==> src/rtl/bcd_tick_counter.sv <==
// BCD event counter: edge-detects a divided clock and counts under run/hold/clear.
// Define BCD_TICK_SYNC_EN to add a two-flop synchronizer ahead of the edge detector.
module bcd_tick_counter #(
  parameter int DIGITS = 4
) (
  input  logic              iclk,
  input  logic              irst,
  input  logic              itick,
  input  logic              istart,
  input  logic              istop,
  input  logic              iclear,
  input  logic              iup,
  output logic [4*DIGITS-1:0] odigits,
  output logic              ocarry,
  output logic              orun
);

  typedef enum logic [1:0] {
    IDLE = 2'd0,
    RUN  = 2'd1,
    HOLD = 2'd2
  } state_t;

  state_t state_q, state_d;
  logic [4*DIGITS-1:0] digits_q, digits_d;
  logic carry_q, carry_d;
  logic run_q, run_d;
  logic t0_q, t1_q;
  logic tick_src;
  logic tick;

`ifdef BCD_TICK_SYNC_EN
  logic s0_q, s1_q;

  // Two-flop synchronizer for an itick from another clock domain
  always_ff @(posedge iclk) begin
    if (irst) begin
      s0_q <= 1'b1;
      s1_q <= 1'b1;
    end else begin
      s0_q <= itick;
      s1_q <= s0_q;
    end
  end

  assign tick_src = s1_q;
`else
  assign tick_src = itick;
`endif

  // Rising-edge detector; preset high so a high level at reset exit is ignored
  always_ff @(posedge iclk) begin
    if (irst) begin
      t0_q <= 1'b1;
      t1_q <= 1'b1;
    end else begin
      t0_q <= tick_src;
      t1_q <= t0_q;
    end
  end

  assign tick = t0_q & ~t1_q;

  // Next-state, digit arithmetic and registered output values
  always_comb begin
    logic       c;
    logic [3:0] d;
    state_d  = state_q;
    digits_d = digits_q;
    carry_d  = 1'b0;
    c        = 1'b0;
    d        = 4'd0;
    if (iclear) begin
      state_d  = IDLE;
      digits_d = '0;
    end else begin
      if (state_q == RUN && tick) begin
        c = 1'b1;
        for (int i = 0; i < DIGITS; i++) begin
          d = digits_q[i*4 +: 4];
          if (c) begin
            if (iup) begin
              if (d >= 4'd9) begin
                d = 4'd0;
              end else begin
                d = d + 4'd1;
                c = 1'b0;
              end
            end else begin
              if (d == 4'd0) begin
                d = 4'd9;
              end else begin
                d = d - 4'd1;
                c = 1'b0;
              end
            end
          end
          digits_d[i*4 +: 4] = d;
        end
        carry_d = c;
      end
      unique case (state_q)
        RUN: begin
          if (istop) state_d = HOLD;
        end
        IDLE, HOLD: begin
          if (!istop && istart) state_d = RUN;
        end
        default: state_d = IDLE;
      endcase
    end
    run_d = (state_d == RUN);
  end

  // State and output registers
  always_ff @(posedge iclk) begin
    if (irst) begin
      state_q  <= IDLE;
      digits_q <= '0;
      carry_q  <= 1'b0;
      run_q    <= 1'b0;
    end else begin
      state_q  <= state_d;
      digits_q <= digits_d;
      carry_q  <= carry_d;
      run_q    <= run_d;
    end
  end

  assign odigits = digits_q;
  assign ocarry  = carry_q;
  assign orun    = run_q;

endmodule

==> config.mk <==
export PLATFORM = sky130hd
export DESIGN_NAME = bcd_tick_counter
export DESIGN_NICKNAME = d
export VERILOG_FILES = /design/src/rtl/bcd_tick_counter.sv
export SDC_FILE = /design/constraint.sdc
export NUM_CORES = 1
export LEC_CHECK = 0
export ABC_AREA = 1
export ABC_CLOCK_PERIOD_IN_PS = 3170
export CORE_ASPECT_RATIO = 1.25
export CORE_MARGIN = 3
export CORE_UTILIZATION = 41
export DETAILED_ROUTE_END_ITERATION = 7
export GPL_TIMING_DRIVEN = 0
export PLACE_DENSITY = 0.67
export SLEW_MARGIN = 20
export SYNTH_ARGS = -nofsm -noshare
export SYNTH_HDL_FRONTEND = slang
export SYNTH_SLANG_ARGS = --single-unit
==> constraint.sdc <==
create_clock -name iclk -period 3.17 [get_ports iclk]
set_input_delay 0.634 -clock iclk [delete_from_list [all_inputs] [get_ports iclk]]
set_output_delay 0.634 -clock iclk [all_outputs]
set_load 0.005 [all_outputs]
==> reports/qor.txt <==
Max incr delay on CP: 0.57 ns
HP Class: reg -> reg
H-tree depth: 1
Final Total Pwr: 0.5244 mW
GP Congestion: 0.8559
ANT nets after route: 0
Worst setup SP type: register
# setup viols final: 0
Cell area after layout: 2017 um^2
P_sw: 0.1169 mW
Worst setup path category: reg -> out
Area of the die: 4837 um^2
Crit path cell chain: clkdlybuf4s50_1
Top cells by area, synth: dfxtp_1 (27%), ha_1 (12%), nand2_1 (7.9%)
Power per cell area: 260.0 nW/um^2
Sequential share of power: 53.3%
Post-CTS Resized: 0
Initial antenna violation count: 0
Crit Path Max Fanout: 7
Starting Density: 42.99%
CTS tree: done
#FFs+latches synth: 22
Fmax: 503.9 MHz
Clock latency on the worst-skew pair: 0.26 ns
Post-Synthesis Cells: 227
CP Capture Type: output port
GRT overflow: 0
Port-buffer cells: 24
Final period util: 62.60%
Max VDD drop: 0.1587 mV
CTS clk-pin slew, worst paths: 0.08 ns
Sequential-to-total area share from yosys stat: 26.63%
LEAKAGE: 0.8883 nW
Drt pass-1 iters: 5
Final Max Slew Viols: 0
Share of post-route cells with drive strength above 1: 13.33%
Area of the multi-input gates: 1080 um^2
Vias: 1482
Synthesized cell area: 1654 um^2
N_diodes: 0
RSZ-0062 raised after global routing: false
Max cap viols: 0
Die extent in x: 62.81 um
Row Count: 25
Area of the core: 3847 um^2
Gate power share: 8.3%
Wire length per cell: 10.53 um
Clock share of power: 38.3%
Status: complete, no violations
Number of global-route vias before repair: 1334
Setup Buffers After CTS: 0
Dpl cell area: 1962 um^2
Syn Nets: 250
Final WL: 3.253 mm
CTS sink count: 22
Slowest stage cell, crit path: clkdlybuf4s50_1
Crit path depth: 1
GRT Total Usage: 13.59%
CP top delay family: buffers and inverters
Sw Share: 22.29%
Synth area leader: dfxtp_1
Sum of negative setup slack: 0 ns
Clk buf depth: 2
Tmin final: 1.984 ns
Filler cells: 392
Nets@finish: 279
Max_slew headroom: 60.58%
Synth unique cells: 35
Reg2Reg Depth: 8
P&R area growth vs syn: 21.94%
HPWL after DPL: 2.476 mm
# DRC: 0
Iter 0 DRT Violations: 69
WP buf/inv: 1
Synthesis Warnings: 0
Cell count of the worst hold path: 1
CTS buffer count: 3
First-pass GRT wire length: 5.609 mm
WP data required: 2.54 ns
Final Skew: 0.004539 ns
Internal: 0.4076 mW
Worst Tran Pin Value: 0.5891 ns
Num ports: 25
Hold Vio Cnt, Final: 0
Post-cts hold buffer count: 0
Yosys top cell area share: 26.63%
Arr. time, crit path: 1.35 ns
FF+latch area: 440.4 um^2
Die H: 77.02 um
Vias per std cell: 4.796
Largest net degree at the start of global routing: 13
Synthesized area per cell: 7.287 um^2
Clock Root Buffer: clkbuf_8
-- power groups by stage --
stage                     sequential, mW  clock (mW)  combinational [mW]
after floorplan                    0.286           0              0.0275
after detailed placement           0.286           0              0.0438
after CTS                          0.280       0.207              0.0438
after global placement             0.286           0              0.0435
after global routing               0.280       0.217              0.0485
final                              0.280       0.201              0.0437
-- path summary, 6_finish.rpt --
check	start	end	slack, ns
setup / recovery	odigits[7]	odigits[7]	1.19
hold reg to reg	t0_q	t1_q	0.45
hold / removal	t0_q	t1_q	0.45
setup reg to reg	odigits[0]	odigits[12]	1.41
-- layout by cell type (no fill, tap or decap), types with 2 or more instances in the layout --
master           netlist  routed
clkbuf_8               0       4
a21oi_1                7       7
dfxtp_1               22      22
buf_2                  2       2
xnor2_1                5       5
nand3_1               20      20
inv_1                 20      20
nand4_1                2       2
nand2_2                3       3
nor2_8                 2       2
o21ai_1                6       6
o22ai_1                4       4
nor3_1                 2       2
xor2_1                 7       7
ha_1                  16      16
nor2_2                 4       4
clkdlybuf4s50_1        0      24
inv_2                  7       7
a21oi_4                2       2
o31ai_1                2       2
or2_2                  2       2
nor2_1                26      26
nand2_1               35      35
a31oi_1                3       3
o21ai_0               16      16
-- flip-flops by register name, summed over array words and instances (netlist names) --
register and count:
t0_q 1, state_q 2, ocarry 1, t1_q 1
orun 1, odigits 16
-- Yosys cell counts (all sizes together) --
| library cell | number |
|---|---|
| o21ai | 23 |
| clkinv | 1 |
| a21o | 1 |
| nor3 | 2 |
| nand2 | 39 |
| dfxtp | 22 |
| nand3b | 1 |
| o22ai | 4 |
| ha | 16 |
| o211ai | 1 |
| o31ai | 2 |
| xor2 | 7 |
| nor2 | 33 |
| a31oi | 3 |
| a21oi | 10 |
| inv | 27 |
| buf | 4 |
| nand3 | 22 |
| nand4 | 2 |
| or2 | 2 |
| xnor2 | 5 |
-- layout make-up --
class | instances | area share (%)
multi-input cells | 173 | 53.54
flip-flops and latches | 22 | 21.84
repair buffers | 24 | 11.91
inverters | 28 | 5.211
well taps | 54 | 3.350
clock buffers | 4 | 2.730
plain buffers | 4 | 1.427
-- logic make-up (layout without fill, tap and decap cells) --
group                    Yosys count  after routing  share of synthesized area (%)
AO/OA/AOI/OAI                     44             44                          16.26
XOR/XNOR                          12             12                          6.354
adder cells (fa/ha/maj)           16             16                          12.10
buffers and inverters             32             60                          8.094
flip-flops                        22             22                          26.63
AND/OR/NAND/NOR                  101            101                          30.56
-- through the flow --
stage | util (%) | instances | worst slack, ns | hold WS, ns
5_1_grt | 52.42 | 309 | 1.135 | 0.4828
6_report | 52.42 | 309 | 1.186 | 0.4475
4_1_cts | 52.42 | 309 | 1.187 | 0.4530
3_5_place_dp | 50.99 | 305 | 1.006 | 0.4312
2_1_floorplan | - | 227 | 1.610 | 0.4147
3_3_place_gp | 50.99 | 305 | 1.008 | 0.4262
-- metal layers --
layer / track usage [%] / up-vias / part of all wire [%]
li1: - / 801 / -
met1: 16.43 / 655 / 49
met2: 24.76 / 20 / 47
met3: 2.050 / 6 / 2.3
met4: 3.532 / 0 / 1.4
met5: 0 / - / 0
(Power assumes the default switching activity.)
